`src/rtl/fp_int_convert.sv`:
```
// ---------------------------------------------------------------------------
// fp_int_convert
//   Multi-cycle converter between signed 32-bit integers and IEEE-754 single
//   precision words. A bit-serial normaliser moves the working mantissa one
//   position per cycle, so a conversion takes a data-dependent number of
//   cycles. Only one conversion is in flight at a time.
//
// Parameters
//   SAT_EN  1: float->int overflow/NaN/inf saturates (NaN or positive gives
//              0x7FFFFFFF, negative gives 0x80000000)
//           0: every invalid float->int case gives 0x80000000
//
// Ports
//   clk      in   rising-edge clock
//   rst_n    in   synchronous active-low reset
//   start    in   conversion request, accepted only while busy=0
//   op       in   0 = int->float, 1 = float->int (truncate toward zero)
//   src      in   operand, captured on the accepting edge
//   busy     out  conversion in progress
//   done     out  one-cycle pulse; result/flags valid from then until the
//                 next accept
//   result   out  converted value
//   invalid  out  float->int: NaN, inf or out of range
//   inexact  out  nonzero bits were discarded
// ---------------------------------------------------------------------------
module fp_int_convert #(
   parameter bit SAT_EN = 1'b1
) (
   input  logic        clk,
   input  logic        rst_n,
   input  logic        start,
   input  logic        op,
   input  logic [31:0] src,
   output logic        busy,
   output logic        done,
   output logic [31:0] result,
   output logic        invalid,
   output logic        inexact
);

   typedef enum logic [0:0] {
      ST_IDLE  = 1'b0,
      ST_SHIFT = 1'b1
   } state_t;

   localparam logic OP_I2F = 1'b0;

   state_t             state_q,   state_d;
   logic               op_q,      op_d;
   logic               sign_q,    sign_d;
   // mag_q: integer magnitude (int->float) or mantissa accumulator (float->int)
   logic [31:0]        mag_q,     mag_d;
   // exp_q: running exponent (int->float) or captured biased exponent (float->int)
   logic [7:0]         exp_q,     exp_d;
   logic signed [8:0]  cnt_q,     cnt_d;
   logic               sticky_q,  sticky_d;
   logic               first_q,   first_d;
   logic               busy_q,    busy_d;
   logic               done_q,    done_d;
   logic [31:0]        result_q,  result_d;
   logic               invalid_q, invalid_d;
   logic               inexact_q, inexact_d;

   // Float->int special-case decode, meaningful in the first SHIFT cycle while
   // exp_q/mag_q[22:0] still hold the unmodified exponent and fraction.
   logic               frac_nz_s;
   logic               f_invalid_s;
   logic               f_nan_s;
   logic               f_minint_s;
   logic               f_small_s;
   logic [31:0]        f_sat_val_s;

   // Two's-complement magnitude; 0x80000000 maps onto itself as unsigned.
   function automatic logic [31:0] abs32(input logic [31:0] v);
      logic [31:0] r;
      if (v[31]) begin
         r = ~v + 32'd1;
      end else begin
         r = v;
      end
      return r;
   endfunction

   // Decode float->int special operands from the captured fields.
   always_comb begin
      frac_nz_s   = (mag_q[22:0] != 23'd0);
      f_nan_s     = (exp_q == 8'd255) && frac_nz_s;
      f_invalid_s = (exp_q > 8'd158) ||
                    ((exp_q == 8'd158) && (!sign_q || frac_nz_s));
      f_minint_s  = (exp_q == 8'd158) && sign_q && !frac_nz_s;
      f_small_s   = (exp_q < 8'd127);
      if (SAT_EN) begin
         if (f_nan_s || !sign_q) begin
            f_sat_val_s = 32'h7FFF_FFFF;
         end else begin
            f_sat_val_s = 32'h8000_0000;
         end
      end else begin
         f_sat_val_s = 32'h8000_0000;
      end
   end

   // Next-state and datapath control for the accept / shift sequence.
   always_comb begin
      state_d   = state_q;
      op_d      = op_q;
      sign_d    = sign_q;
      mag_d     = mag_q;
      exp_d     = exp_q;
      cnt_d     = cnt_q;
      sticky_d  = sticky_q;
      first_d   = first_q;
      busy_d    = busy_q;
      done_d    = 1'b0;
      result_d  = result_q;
      invalid_d = invalid_q;
      inexact_d = inexact_q;

      case (state_q)
         ST_IDLE: begin
            if (start) begin
               state_d   = ST_SHIFT;
               busy_d    = 1'b1;
               op_d      = op;
               sign_d    = src[31];
               first_d   = 1'b1;
               sticky_d  = 1'b0;
               result_d  = 32'd0;
               invalid_d = 1'b0;
               inexact_d = 1'b0;
               if (op == OP_I2F) begin
                  mag_d = abs32(src);
                  exp_d = 8'd158;
                  cnt_d = 9'sd0;
               end else begin
                  mag_d = {8'd0, 1'b1, src[22:0]};
                  exp_d = src[30:23];
                  cnt_d = $signed({1'b0, src[30:23]}) - 9'sd150;
               end
            end else begin
               state_d = ST_IDLE;
            end
         end

         ST_SHIFT: begin
            first_d = 1'b0;
            if (op_q == OP_I2F) begin
               if (mag_q == 32'd0) begin
                  result_d = 32'd0;
                  state_d  = ST_IDLE;
                  busy_d   = 1'b0;
                  done_d   = 1'b1;
               end else if (!mag_q[31]) begin
                  mag_d = {mag_q[30:0], 1'b0};
                  exp_d = exp_q - 8'd1;
               end else begin
                  // Truncating pack: the low 8 magnitude bits are dropped.
                  result_d  = {sign_q, exp_q, mag_q[30:8]};
                  inexact_d = (mag_q[7:0] != 8'd0);
                  state_d   = ST_IDLE;
                  busy_d    = 1'b0;
                  done_d    = 1'b1;
               end
            end else begin
               if (first_q && f_invalid_s) begin
                  result_d  = f_sat_val_s;
                  invalid_d = 1'b1;
                  state_d   = ST_IDLE;
                  busy_d    = 1'b0;
                  done_d    = 1'b1;
               end else if (first_q && f_minint_s) begin
                  result_d = 32'h8000_0000;
                  state_d  = ST_IDLE;
                  busy_d   = 1'b0;
                  done_d   = 1'b1;
               end else if (first_q && f_small_s) begin
                  // |value| < 1 truncates to zero; any nonzero encoding is inexact.
                  result_d  = 32'd0;
                  inexact_d = (exp_q != 8'd0) || frac_nz_s;
                  state_d   = ST_IDLE;
                  busy_d    = 1'b0;
                  done_d    = 1'b1;
               end else if (cnt_q < 9'sd0) begin
                  mag_d    = {1'b0, mag_q[31:1]};
                  sticky_d = sticky_q | mag_q[0];
                  cnt_d    = cnt_q + 9'sd1;
               end else if (cnt_q > 9'sd0) begin
                  mag_d = {mag_q[30:0], 1'b0};
                  cnt_d = cnt_q - 9'sd1;
               end else begin
                  if (sign_q) begin
                     result_d = ~mag_q + 32'd1;
                  end else begin
                     result_d = mag_q;
                  end
                  inexact_d = sticky_q;
                  state_d   = ST_IDLE;
                  busy_d    = 1'b0;
                  done_d    = 1'b1;
               end
            end
         end

         default: begin
            state_d = ST_IDLE;
            busy_d  = 1'b0;
         end
      endcase
   end

   // State and output registers with synchronous active-low reset.
   always_ff @(posedge clk) begin
      if (!rst_n) begin
         state_q   <= ST_IDLE;
         op_q      <= 1'b0;
         sign_q    <= 1'b0;
         mag_q     <= 32'd0;
         exp_q     <= 8'd0;
         cnt_q     <= 9'sd0;
         sticky_q  <= 1'b0;
         first_q   <= 1'b0;
         busy_q    <= 1'b0;
         done_q    <= 1'b0;
         result_q  <= 32'd0;
         invalid_q <= 1'b0;
         inexact_q <= 1'b0;
      end else begin
         state_q   <= state_d;
         op_q      <= op_d;
         sign_q    <= sign_d;
         mag_q     <= mag_d;
         exp_q     <= exp_d;
         cnt_q     <= cnt_d;
         sticky_q  <= sticky_d;
         first_q   <= first_d;
         busy_q    <= busy_d;
         done_q    <= done_d;
         result_q  <= result_d;
         invalid_q <= invalid_d;
         inexact_q <= inexact_d;
      end
   end

   assign busy    = busy_q;
   assign done    = done_q;
   assign result  = result_q;
   assign invalid = invalid_q;
   assign inexact = inexact_q;

endmodule
```
`config.mk`:
```
export PLATFORM = sky130hd
export DESIGN_NAME = fp_int_convert
export DESIGN_NICKNAME = d
export VERILOG_FILES = /design/src/rtl/fp_int_convert.sv
export SDC_FILE = /design/constraint.sdc
export NUM_CORES = 1
export LEC_CHECK = 0
export ABC_AREA = 1
export BUFFER_PORTS_ARGS = -buffer_cell sky130_fd_sc_hd__buf_4
export CORE_ASPECT_RATIO = 1.2
export CORE_MARGIN = 4
export CORE_UTILIZATION = 35
export CTS_CLUSTER_DIAMETER = 150
export DETAILED_ROUTE_END_ITERATION = 10
export PLACE_DENSITY = 0.61
export SLEW_MARGIN = 20
export SYNTH_ARGS = -nofsm -noshare
export SYNTH_HDL_FRONTEND = slang
export SYNTH_SLANG_ARGS = --single-unit
```
`constraint.sdc`:
```
create_clock -name clk -period 3.9 [get_ports clk]
set_input_delay 0.585 -clock clk [delete_from_list [all_inputs] [get_ports clk]]
set_output_delay 0.585 -clock clk [all_outputs]
set_load 0.01 [all_outputs]
```
### Yosys cells after proc, flatten, opt, wreduce, memory -nomap -nowiden

Index checks and enable logic that the tools add are counted.

* flip-flop bits (word level): 90
* latch bits: 0
* bits in writable memories: 0
* ROM bits: 0
* bits of input ports: 36
* output and inout bits: 36
* memories: 0

* add/sub/neg operators: 6
* multipliers: 0
* div/mod/pow operators: 0
* magnitude comparators: 4
* equality and inequality tests: 25
* shifts and indexed selects: 0
* mux-type cells: 87
* bitwise gates (word level): 4
* reduce and logical (&&, ||, !) cells: 27

Operators by type and width (number)
* 32-bit 2-to-1 mux: 22
* 32-bit case mux with 2 select lines: 2
* 9-bit 2-to-1 mux: 8
* 32-bit by 1-bit adder with 32-bit output (second input constant): 2
* 32-bit inverter: 2
* 1-bit 2-to-1 mux: 42
* 8-bit 2-to-1 mux: 5
* 32-bit logical NOT: 1
* 23-bit nonzero test: 1
* 9-bit case mux with 2 select lines: 1
* 6-bit AND reduction: 3
* 8-bit equality test (second input constant): 2
* 8-bit case mux with 2 select lines: 1
* 8-bit nonzero test: 2
* 3-bit inequality test (second input constant): 5
* 2-bit inequality test (second input constant): 7
* 7-bit AND reduction: 2
* 6-bit inequality test (second input constant): 2
* 1-bit case mux with 2 select lines: 6
* 9-bit by 2-bit adder with 9-bit output (second input constant): 1
* 9-bit by 1-bit > comparator with 1-bit output (second input constant): 1
* 9-bit by 1-bit < comparator with 1-bit output (second input constant): 1
* 8-bit by 8-bit subtractor with 9-bit output (second input constant): 1
* 9-bit by 2-bit subtractor with 9-bit output (second input constant): 1
* 16 further kinds: 32

### Longest topological paths before layout

Gate-level depths: netlist of the first run.

* depth in word-level cells: 10
* mapped depth: 14
* mapped depth without buffers: 13

### Worst setup path after synthesis of the first run

Ideal clock, no wire load.

* path kind: input-to-reg
* start point: input port src[0]
* end point: register mag_q[24]
* library setup time: 0.109 ns
* arrival: 1.787 ns
* path slack: 2.004 ns
* stages: 13
* path buffers: 0
* cell sequence: inv_1 > ha_1 > nand3_1 > nor2_1 > nand3_1 > nor2_1 > nand2_1 > nand2_1 > nand2_1 > nand3_1 > nand3b_1 > nand2_1 > inv_1

* word-level cells in the longest chain between the ends: 6

Ends and longest elaborated chain
* from (decl): RTL line 33 `input logic [31:0] src,`
* 32-bit inverter: RTL line 77 `r = ~v + 32'd1;`
* 32-bit by 1-bit adder with 32-bit output: RTL line 77
* 32-bit 2-to-1 mux: RTL line 76 `if (v[31]) begin`
* 32-bit 2-to-1 mux: RTL line 131 `if (op == OP_I2F) begin`
* 32-bit 2-to-1 mux: RTL line 121 `if (start) begin`
* 32-bit case mux with 2 select lines: RTL line 119 `case (state_q)`
* to (signal assigned): RTL line 231 `mag_q <= mag_d;`
* to (decl): RTL line 52 `logic [31:0] mag_q, mag_d;`

Every way passes these cells. The select of a mux whose other input is x is not followed.
A chain may end at the register's enable or synchronous reset.

### Final worst setup path of the first run

* start point: register mag_q[1]
* end point: register result_q[4], in the netlist result[4]

* word-level cells in the longest chain between the ends: 10
* elaborated cells on any way between the ends: 27

Ends and longest elaborated chain
* 32-bit inverter: RTL line 192 `result_d = ~mag_q + 32'd1;`
* 32-bit by 1-bit adder with 32-bit output: RTL line 192
* 32-bit 2-to-1 mux: RTL line 191 `if (sign_q) begin`
* 32-bit 2-to-1 mux: RTL line 187 `end else if (cnt_q > 9'sd0) begin`
* 32-bit 2-to-1 mux: RTL line 183 `end else if (cnt_q < 9'sd0) begin`
* 32-bit 2-to-1 mux: RTL line 176 `end else if (first_q && f_small_s) begin`
* 32-bit 2-to-1 mux: RTL line 171 `end else if (first_q && f_minint_s) begin`
* 32-bit 2-to-1 mux: RTL line 165 `if (first_q && f_invalid_s) begin`
* 32-bit 2-to-1 mux: RTL line 147 `if (op_q == OP_I2F) begin`
* 32-bit case mux with 2 select lines: RTL line 119
* to (signal assigned): RTL line 238 `result_q <= result_d;`
* to (decl): RTL line 60 `logic [31:0] result_q, result_d;`

Several ways; a longest one is shown, not always the timed one. The select of a mux whose other input is x is not followed.

==> impl_metrics.py, run 1 <==
metrics = {
    "routing": {
        "routed_wl_microns": 24400,
        "drt_pass1_iterations": 5,
        "vias": 8108,
        "via_per_inst": 5.15,
        "wl_per_cell_microns": 15.5,
        "drt_iter0_drc": 677,
        "ant_nets": 0,
        "drc": 0,
    },
    "synth": {
        "synth-edff-count": 0,
        "ys_seq_area_share_pct": 24.2,
        "synth-main-ff-cell": "dfxtp_1",
        "synth.distinct_cells": 47,
        "yosys.area.top_type": "dfxtp_1",
        "syn_area_per_cell_sq_um": 5.89,
        "synth_top_area_share_pct": 24.2,
        "ys_seq_elements": 90,
        "synth_top_cells_by_area": "dfxtp_1 (24%), nand2_1 (16%), nor2_1 (8.7%)",
        "syn_nets": 1316,
        "synth_cells": 1264,
        "async_reset_ff_share_pct": 0,
        "yosys_warnings": 0,
        "synth_area_sq_um": 7440,
    },
    "power": {
        "p_leak_nw": 3.85,
        "netSwitchingPower_mw": 1.34,
        "intPower_mw": 2.03,
        "p_seq_share_pct": 34.2,
        "switching_share_pct": 39.8,
        "p_clk_share_pct": 28.8,
        "vdd_drop_max_mv": 0.207,
        "power_density_nw_per_um2": 403,
        "p_comb_share_pct": 37.0,
    },
    "global_route": {
        "grt.total_usage_pct": 20.5,
        "grt_first_pass_wirelength_microns": 39500,
        "gr-total-overflow": 0,
        "grt_pass1_vias": 7481,
        "grt_antenna_before_repair": 0,
        "grt_start_max_net_pins": 77,
    },
    "setup_path": {
        "r2r_slack_ns": 1.08,
        "rr_startpoint": "mag_q[1]",
        "worst-endpoint-arrival_ns": 3.07,
        "worstPathMaxFanout": 54,
        "regToRegEndpoint": "result[4]",
        "reg2reg_depth": 13,
        "cp-start-kind": "register",
        "cp-end-kind": "register",
        "crit_type": "reg2reg",
        "critPathRequiredTime_ns": 4.15,
    },
    "clock_network": {
        "ctsHoldBuffers": 0,
        "cts_resized": 0,
        "postCtsSetupRepairBufs": 0,
        "cts.path.max_buffers": 2,
        "cts_tree": "done",
        "cts-buffers-inserted": 9,
        "cts-root-buf": "clkbuf_16",
        "clock_latency_ns": 0.36,
        "clkTransAtPathRegs_ns": 0.06,
        "htreeDepth": 3,
        "cts_num_sinks": 90,
    },
    "sta": {
        "period_needed_ns": 2.82,
        "drv_slew": 0,
        "rsz0062_at_grt": "false",
        "holdWs_ns": 0.468,
        "setup_viol": 0,
        "finalSetupTns_ns": 0,
        "max_clock_freq_ghz": 0.354,
        "fin_skew_ns": 0.0178,
        "slew-limit-headroom_pct": 49.1,
        "fin_crit_sh_pct": 72.4,
        "hold_viol_final": 0,
        "worst_slew_pin_slew_ns": 0.763,
    },
    "worst_hold_path": {
        "min-delay-path-class": "reg2reg",
        "worstHoldPathCells": 2,
        "holdCritStartpoint": "busy",
        "whs_endpoint": "busy",
    },
    "placed_design": {
        "gp_congestion": 0.946,
        "placed_area_sq_um": 8040,
        "dpl.hpwl_microns": 18700,
        "portBuffers": 71,
    },
    "floorplanning": {
        "die_w_microns": 141,
        "ioPinCount": 72,
        "die-area_sq_um": 23700,
        "die_height_microns": 168,
        "core_area_sq_um": 21000,
        "rows": 58,
        "start_util_pct": 35.5,
    },
    "run": {
        "maxCapViolCount": 0,
    },
    "layout": {
        "syn_to_final_growth_pct": 12.5,
        "nets": 1350,
        "fill_cells": 2320,
        "drive_gt1_share_pct": 12.4,
        "fin_area_sq_um": 8370,
        "antenna_cells": 0,
        "utilization_pct": 39.9,
    },
    "status": {
        "status": "finished, final reports clean",
    },
}
## kinds of logic (layout without fill, tap and decap cells)
kind of cell	Yosys count	count (layout)	share of synthesized area [%]
flops	90	90	24.2
compound gates	251	251	19.4
xor+xnor	17	17	2.00
fa+ha+maj	16	16	2.79
buf+inv	206	245	11.9
simple gates	684	684	39.7
## layout make-up
| cell class | count | area [sq um] | area share (%) |
|---|---|---|---|
| Multi-Input combinational cell | 968 | 4750 | 56.8 |
| Tap cell | 270 | 338 | 4.04 |
| Clock inverter | 7 | 101 | 1.21 |
| Timing Repair Buffer | 76 | 571 | 6.82 |
| Sequential cell | 90 | 1800 | 21.5 |
| Inverter | 153 | 579 | 6.92 |
| Clock buffer | 9 | 225 | 2.69 |
## Yosys cell counts, types with 2 or more instances
library cell    n
o21ai_1        20
xor2_1         17
o221ai_1        5
ha_1           15
and3_1          2
nand2_1       324
and2_1          3
nand3_2         2
a31oi_1        13
nand3_1       104
nor3_1         28
nand2_2        10
o22ai_1        27
o21bai_1        2
buf_1           7
nor2_4          6
clkbuf_1       19
buf_2          13
a21oi_2        19
inv_4           2
dfxtp_1        90
nand4_1         7
or2_2           4
o211ai_1        5
nor2_2         11
a211oi_1        3
nor2_1        173
nand3b_1        3
nand3_4         2
o21ai_0        73
inv_2           6
buf_4           4
clkinv_1        3
o21ai_2         3
a21oi_1        77
inv_1         142
nand2_4         3
buf_6           8
## worst max-delay path, stage by stage (launching register included)
cell	delay, ns
dfxtp_1	0.33
inv_1	0.13
ha_1	0.18
nand2_1	0.11
nor2_4	0.28
nand2_4	0.11
nor2_4	0.20
nor2_2	0.07
nand2_4	0.08
nand3_4	0.48
inv_4	0.37
o21ai_0	0.15
nor2_1	0.13
nor2_1	0.05
## per-layer routing
metal	track usage, %	share of wire, %	vias to the layer above
met5	0	0	-
met4	7.25	2.6	0
met3	2.03	4.0	39
met2	33.8	47	217
met1	27.7	47	3674
li1	-	-	4178
## sequential cells by signal, summed over array words and instances, names as in the netlist
register	cells
cnt_q	9
exp_q	8
done	1
state_q	1
invalid	1
first_q	1
sticky_q	1
busy	1
sign_q	1
op_q	1
result	32
mag_q	32
inexact	1
## how the worst max path moves through the flow
stage	start	to	depth (start not counted)
after floorplan	src[0]	mag_q[24]	13
after global placement	state_q	result[4]	11
after detailed placement	mag_q[1]	result[4]	13
after CTS	mag_q[1]	result[4]	13
after global routing	mag_q[1]	result[4]	13
final	mag_q[1]	result[4]	13
## through the flow
stage,cells,worst slack [ns],power (mW)
after CTS,1573,1.08,3.39
after floorplan,1264,2.00,2.06
final,1573,1.08,3.38
after global placement,1557,1.11,2.41
after global routing,1573,0.822,3.61
after detailed placement,1557,1.09,2.41
## power groups by stage
stage | registers [mW] | clock network [mW] | logic [mW]
finish | 1.15 | 0.974 | 1.25
global route | 1.17 | 1.03 | 1.41
floorplan | 1.15 | 0 | 0.911
CTS | 1.15 | 0.990 | 1.24
global placement | 1.17 | 0 | 1.23
detailed placement | 1.17 | 0 | 1.24
## layout by cell type (no fill, tap or decap), types with 2 or more instances in the layout
master     netlist  final
or2_2            4      4
o211ai_1         5      5
nor2_4           6      6
inv_4            2      2
a21oi_2         19     19
a31oi_1         13     13
o21bai_1         2      2
nand2_2         10     10
inv_1          142    142
o21ai_2          3      3
xor2_1          17     17
inv_2            6      6
o21ai_1         20     20
nand3_1        104    104
nor3_1          28     28
nand2_1        324    324
and3_1           2      2
nand3_2          2      2
buf_4            4     76
nand2_4          3      3
dfxtp_1         90     90
nand4_1          7      7
o22ai_1         27     27
bufinv_16        0      2
a21oi_1         77     77
ha_1            15     15
o221ai_1         5      5
nand3_4          2      2
clkbuf_16        0      9
and2_1           3      3
clkinv_1         3      3
nand3b_1         3      3
a211oi_1         3      3
nor2_2          11     11
o21ai_0         73     73
nor2_1         173    173
No activity file was read; power rests on OpenSTA's default activity.
==> run 2: changes to the inputs <==
==> constraint.sdc (replaced) <==
create_clock -name clk -period 2.7 [get_ports clk]
set_input_delay 0.405 -clock clk [delete_from_list [all_inputs] [get_ports clk]]
set_output_delay 0.405 -clock clk [all_outputs]
set_load 0.01 [all_outputs]
==> impl_metrics.py, run 2 (same netlist as run 1, synthesis figures left out) <==
metrics = {
    "clock_network": {
        "cts_tree": "done",
        "cts_num_sinks": 90,
        "cts_resized": 0,
        "ctsHoldBuffers": 0,
        "cts-buffers-inserted": 9,
        "cts.path.max_buffers": 2,
        "clock_latency_ns": 0.36,
        "htreeDepth": 3,
        "cts-root-buf": "clkbuf_16",
        "postCtsSetupRepairBufs": 0,
        "clkTransAtPathRegs_ns": 0.07,
    },
    "routing": {
        "wl_per_cell_microns": 15.7,
        "routed_wl_microns": 25100,
        "drt_pass1_iterations": 7,
        "ant_nets": 0,
        "drc": 0,
        "vias": 8191,
        "via_per_inst": 5.12,
        "drt_iter0_drc": 645,
    },
    "power": {
        "intPower_mw": 2.88,
        "p_seq_share_pct": 34.1,
        "netSwitchingPower_mw": 1.95,
        "p_comb_share_pct": 39.3,
        "power_density_nw_per_um2": 566,
        "p_clk_share_pct": 26.6,
        "switching_share_pct": 40.4,
        "p_leak_nw": 3.97,
        "vdd_drop_max_mv": 0.307,
    },
    "global_route": {
        "gr-total-overflow": 0,
        "grt_pass1_vias": 7800,
        "grt_first_pass_wirelength_microns": 40800,
        "grt_start_max_net_pins": 47,
        "grt_antenna_before_repair": 0,
        "grt.total_usage_pct": 21.2,
    },
    "status": {
        "status": "finished, final reports clean",
    },
    "setup_path": {
        "startpoint": "exp_q[0]",
        "rr_startpoint": "exp_q[0]",
        "cp-start-kind": "register",
        "critPathRequiredTime_ns": 2.99,
        "crit_buf_inv": 2,
        "crit_top_cell": "nand2_1",
        "crit_type": "reg2reg",
        "cp_top_family": "simple AND/OR/NAND/NOR gates",
        "worstPathMaxFanout": 12,
        "slowest_delay_ns": 0.46,
        "crit_slowest_cell": "inv_1",
        "crit_chain": "inv_1, ha_1, o211ai_1, nand2_1, nand2_2, nand2_1, inv_1, nand3_1, nand2_1, nand2_1, a21oi_2",
        "worst-endpoint-arrival_ns": 2.73,
        "cp-end-kind": "register",
    },
    "sta": {
        "max_clock_freq_ghz": 0.410,
        "hold_viol_final": 0,
        "finalSetupTns_ns": 0,
        "period_needed_ns": 2.44,
        "slew-limit-headroom_pct": 49.3,
        "setup_viol": 0,
        "rsz0062_at_grt": "false",
        "holdWs_ns": 0.323,
        "fin_skew_ns": 0.00863,
        "drv_slew": 0,
        "worst_slew_pin_slew_ns": 0.760,
        "layout_setup_ws_ns": 0.263,
        "fin_crit_sh_pct": 90.3,
    },
    "placed_design": {
        "dp_slack_ns": 0.335,
        "gp_congestion": 0.945,
        "portBuffers": 71,
        "dpl.hpwl_microns": 19600,
    },
    "floorplanning": {
        "rows": 58,
        "die_height_microns": 168,
        "die_w_microns": 141,
        "start_util_pct": 35.5,
        "ioPinCount": 72,
        "die-area_sq_um": 23700,
        "core_area_sq_um": 21000,
    },
    "layout": {
        "drive_gt1_share_pct": 14.1,
        "final_common_cell": "nand2_1",
        "nets": 1378,
        "mostFrequentLayoutCells": "nand2_1 (324), nor2_1 (173), inv_1 (142)",
        "antenna_cells": 0,
        "syn_to_final_growth_pct": 14.9,
    },
    "worst_hold_path": {
        "min-delay-path-class": "in2reg",
        "holdCritStartpoint": "op",
    },
    "run": {
        "maxCapViolCount": 0,
    },
}
## run 2: cell count changes in the layout (fill, tap and decap cells not counted), sizes merged
| cell | before | now |
|---|---|---|
| buf | 76 | 104 |
| bufinv | 2 | 1 |
| clkbuf | 9 | 10 |
## run 2: layout make-up
| cell class | instances | area [sq um] |
|---|---|---|
| Tap cell | 270 | 338 |
| Sequential cell | 90 | 1800 |
| Multi-Input combinational cell | 968 | 4750 |
| Fill cell | 2330 | 12400 |
| Timing Repair Buffer | 104 | 781 |
| Inverter | 153 | 579 |
| Clock inverter | 6 | 65.1 |
| Clock buffer | 10 | 229 |
## run 2: routing by layer
layer	routed length (microns)	track usage, %
met1	11600	28.3
met2	11600	35.0
met3	1230	2.80
met4	668	7.25
met5	0	0
## run 2: worst paths after layout
kind	endpoint	slack, ns	cells past startpoint
setup reg to reg	result[18]	0.26	11
hold / removal	op_q	0.32	3
setup / recovery	result[18]	0.26	11
hold reg to reg	busy	0.47	2
## run 2: power by group through the flow
stage / clock network (mW) / logic, mW / registers (mW)
global route: 1.37 / 2.15 / 1.67
global placement: 0 / 1.88 / 1.67
detailed placement: 0 / 1.88 / 1.67
CTS: 1.32 / 1.89 / 1.65
floorplan: 0 / 1.32 / 1.66
finish: 1.29 / 1.90 / 1.65
## run 2: stage by stage
step	util, %	instances	total power [mW]	cell area, sq um
global placement	39.4	1585	3.55	8250
global route	40.8	1601	5.18	8550
floorplan	-	1264	2.98	7440
CTS	40.8	1601	4.86	8550
detailed placement	39.4	1585	3.56	8250
finish	40.8	1601	4.84	8550
## run 2: worst min-delay path: cells and delay by family
family                 cells  cell delay [ns]
AOI/OAI and AO/OA          1             0.06
and+or+nand+nor            1             0.07
buffers and inverters      1             0.11
==> run 3: changes to the inputs <==
--- a/config.mk
+++ b/config.mk
@@ -12,8 +12,9 @@
 export CORE_UTILIZATION = 35
 export CTS_CLUSTER_DIAMETER = 150
 export DETAILED_ROUTE_END_ITERATION = 10
-export PLACE_DENSITY = 0.61
+export PLACE_DENSITY = 0.63
 export SLEW_MARGIN = 20
 export SYNTH_ARGS = -nofsm -noshare
 export SYNTH_HDL_FRONTEND = slang
 export SYNTH_SLANG_ARGS = --single-unit
+export TNS_END_PERCENT = 20
==> constraint.sdc (replaced) <==
create_clock -name clk -period 2 [get_ports clk]
set_input_delay 0.3 -clock clk [delete_from_list [all_inputs] [get_ports clk]]
set_output_delay 0.3 -clock clk [all_outputs]
set_load 0.01 [all_outputs]
==> impl_metrics.py, run 3 (same netlist as run 1, synthesis figures left out) <==
metrics = {
    "status": {
        "status": "finished, final reports clean",
    },
    "layout": {
        "antenna_cells": 0,
        "fin_area_sq_um": 9500,
        "nets": 1465,
        "syn_to_final_growth_pct": 27.7,
        "mostFrequentLayoutCells": "nand2_1 (320), buf_4 (174), nor2_1 (169)",
        "final_common_cell": "nand2_1",
        "drive_gt1_share_pct": 21.2,
    },
    "global_route": {
        "grt_start_max_net_pins": 47,
        "grt_pass1_vias": 7985,
        "gr-total-overflow": 0,
        "grt_antenna_before_repair": 0,
        "grt_first_pass_wirelength_microns": 41300,
        "grt.total_usage_pct": 21.6,
    },
    "sta": {
        "finalSetupTns_ns": 0,
        "fin_crit_sh_pct": 95.8,
        "period_needed_ns": 1.92,
        "max_clock_freq_ghz": 0.522,
        "rsz0062_at_grt": "true",
        "hold_viol_final": 0,
        "drv_slew": 0,
        "worst_slew_pin_slew_ns": 0.546,
        "setup_viol": 0,
        "fin_skew_ns": 0.0207,
        "slew-limit-headroom_pct": 63.6,
    },
    "setup_path": {
        "cp-start-kind": "register",
        "crit_chain": "ha_1, and3_1, nand2_2, nand2_4, nand3_1, inv_1, nand2_2, nand3_4, buf_6, a21oi_1, nand2_1, nand2_1, inv_1",
        "slowest_delay_ns": 0.37,
        "crit_type": "reg2reg",
        "critPathRequiredTime_ns": 2.26,
        "cp-end-kind": "register",
        "worst-endpoint-arrival_ns": 2.18,
        "worstPathMaxFanout": 14,
        "crit_slowest_cell": "dfxtp_2",
    },
    "floorplanning": {
        "start_util_pct": 35.5,
        "die_w_microns": 141,
        "die_height_microns": 168,
        "core_area_sq_um": 21000,
        "rows": 58,
        "ioPinCount": 72,
        "die-area_sq_um": 23700,
    },
    "power": {
        "switching_share_pct": 40.3,
        "p_seq_share_pct": 30.5,
        "netSwitchingPower_mw": 2.85,
        "p_leak_nw": 4.49,
        "vdd_drop_max_mv": 0.438,
        "intPower_mw": 4.24,
        "p_comb_share_pct": 43.1,
        "power_density_nw_per_um2": 746,
        "p_clk_share_pct": 26.4,
    },
    "placed_design": {
        "portBuffers": 71,
        "placed_area_sq_um": 8920,
        "gp_congestion": 0.987,
        "dpl.hpwl_microns": 20600,
    },
    "clock_network": {
        "cts-root-buf": "clkbuf_16",
        "ctsHoldBuffers": 0,
        "clock_latency_ns": 0.37,
        "clkTransAtPathRegs_ns": 0.09,
        "cts_num_sinks": 90,
        "htreeDepth": 3,
        "cts-buffers-inserted": 9,
        "cts.path.max_buffers": 2,
        "cts_tree": "done",
    },
    "routing": {
        "ant_nets": 0,
        "routed_wl_microns": 26500,
        "drt_pass1_iterations": 5,
        "vias": 8617,
        "wl_per_cell_microns": 15.7,
        "drt_iter0_drc": 733,
        "via_per_inst": 5.10,
        "drc": 0,
    },
    "run": {
        "maxCapViolCount": 0,
    },
    "worst_hold_path": {
        "min-delay-path-class": "in2reg",
    },
}
==> run 3: layer usage <==
metal	GRT usage [%]	wire [microns]
met3	2.83	1440
met4	6.57	679
met2	36.6	12600
met5	0	0
met1	28.5	11800
==> run 3: power groups by stage <==
stage                     combinational [mW]  sequential (mW)  clock (mW)
after floorplan                         1.78             2.24           0
after global placement                  2.89             2.20           0
after detailed placement                2.90             2.20           0
after CTS                               2.91             2.16        1.88
after global routing                    3.38             2.20        1.95
final                                   3.05             2.17        1.87
==> run 3: repair_timing <==
item | in CTS | in global routing
setup endpoints to repair | 2 | 57
pin swaps | 0 | 9
gates resized for setup | 2 | 46
cloned | 0 | 4
endpoints found under the hold margin | 0 | 0
buffers inserted | 0 | 4
==> run 3: stage by stage <==
stage	util (%)	instances	setup slack (ns)	hold slack (ns)	power, mW
floorplan	-	1264	0.189	0.433	4.02
global placement	42.5	1664	-0.00135	0.455	5.08
detailed placement	42.5	1664	-0.0465	0.457	5.10
CTS	44.0	1680	0.0156	0.210	6.95
global route	45.3	1688	-0.0352	0.244	7.53
finish	45.3	1688	0.0840	0.207	7.09
==> run 3: worst max-delay path, delay by kind of cell, from the launching register on <==
kind | cells | cell delay [ns]
adders and majority gates | 1 | 0.19
and+or+nand+nor | 8 | 0.83
buffers and inverters | 3 | 0.29
DFF | 1 | 0.37
AOI/OAI and AO/OA | 1 | 0.12
==> run 3: cell type report <==
class | count | area (sq um)
well taps | 270 | 338
clock buffers | 9 | 225
flip-flops and latches | 90 | 1810
multi-input cells | 968 | 4840
fillers | 2248 | 11500
repair buffers | 191 | 1610
clock inverters | 7 | 90.1
inverters | 153 | 594
==> run 3: final timing paths <==
path	from	end	slack (ns)	depth (start not counted)
worst max-delay path	exp_q[1]	result[15]	0.08	13
worst min-delay path	op	op_q	0.21	3
worst max register to register	exp_q[1]	result[15]	0.08	13
worst min register to register	sticky_q	sticky_q	0.47	2
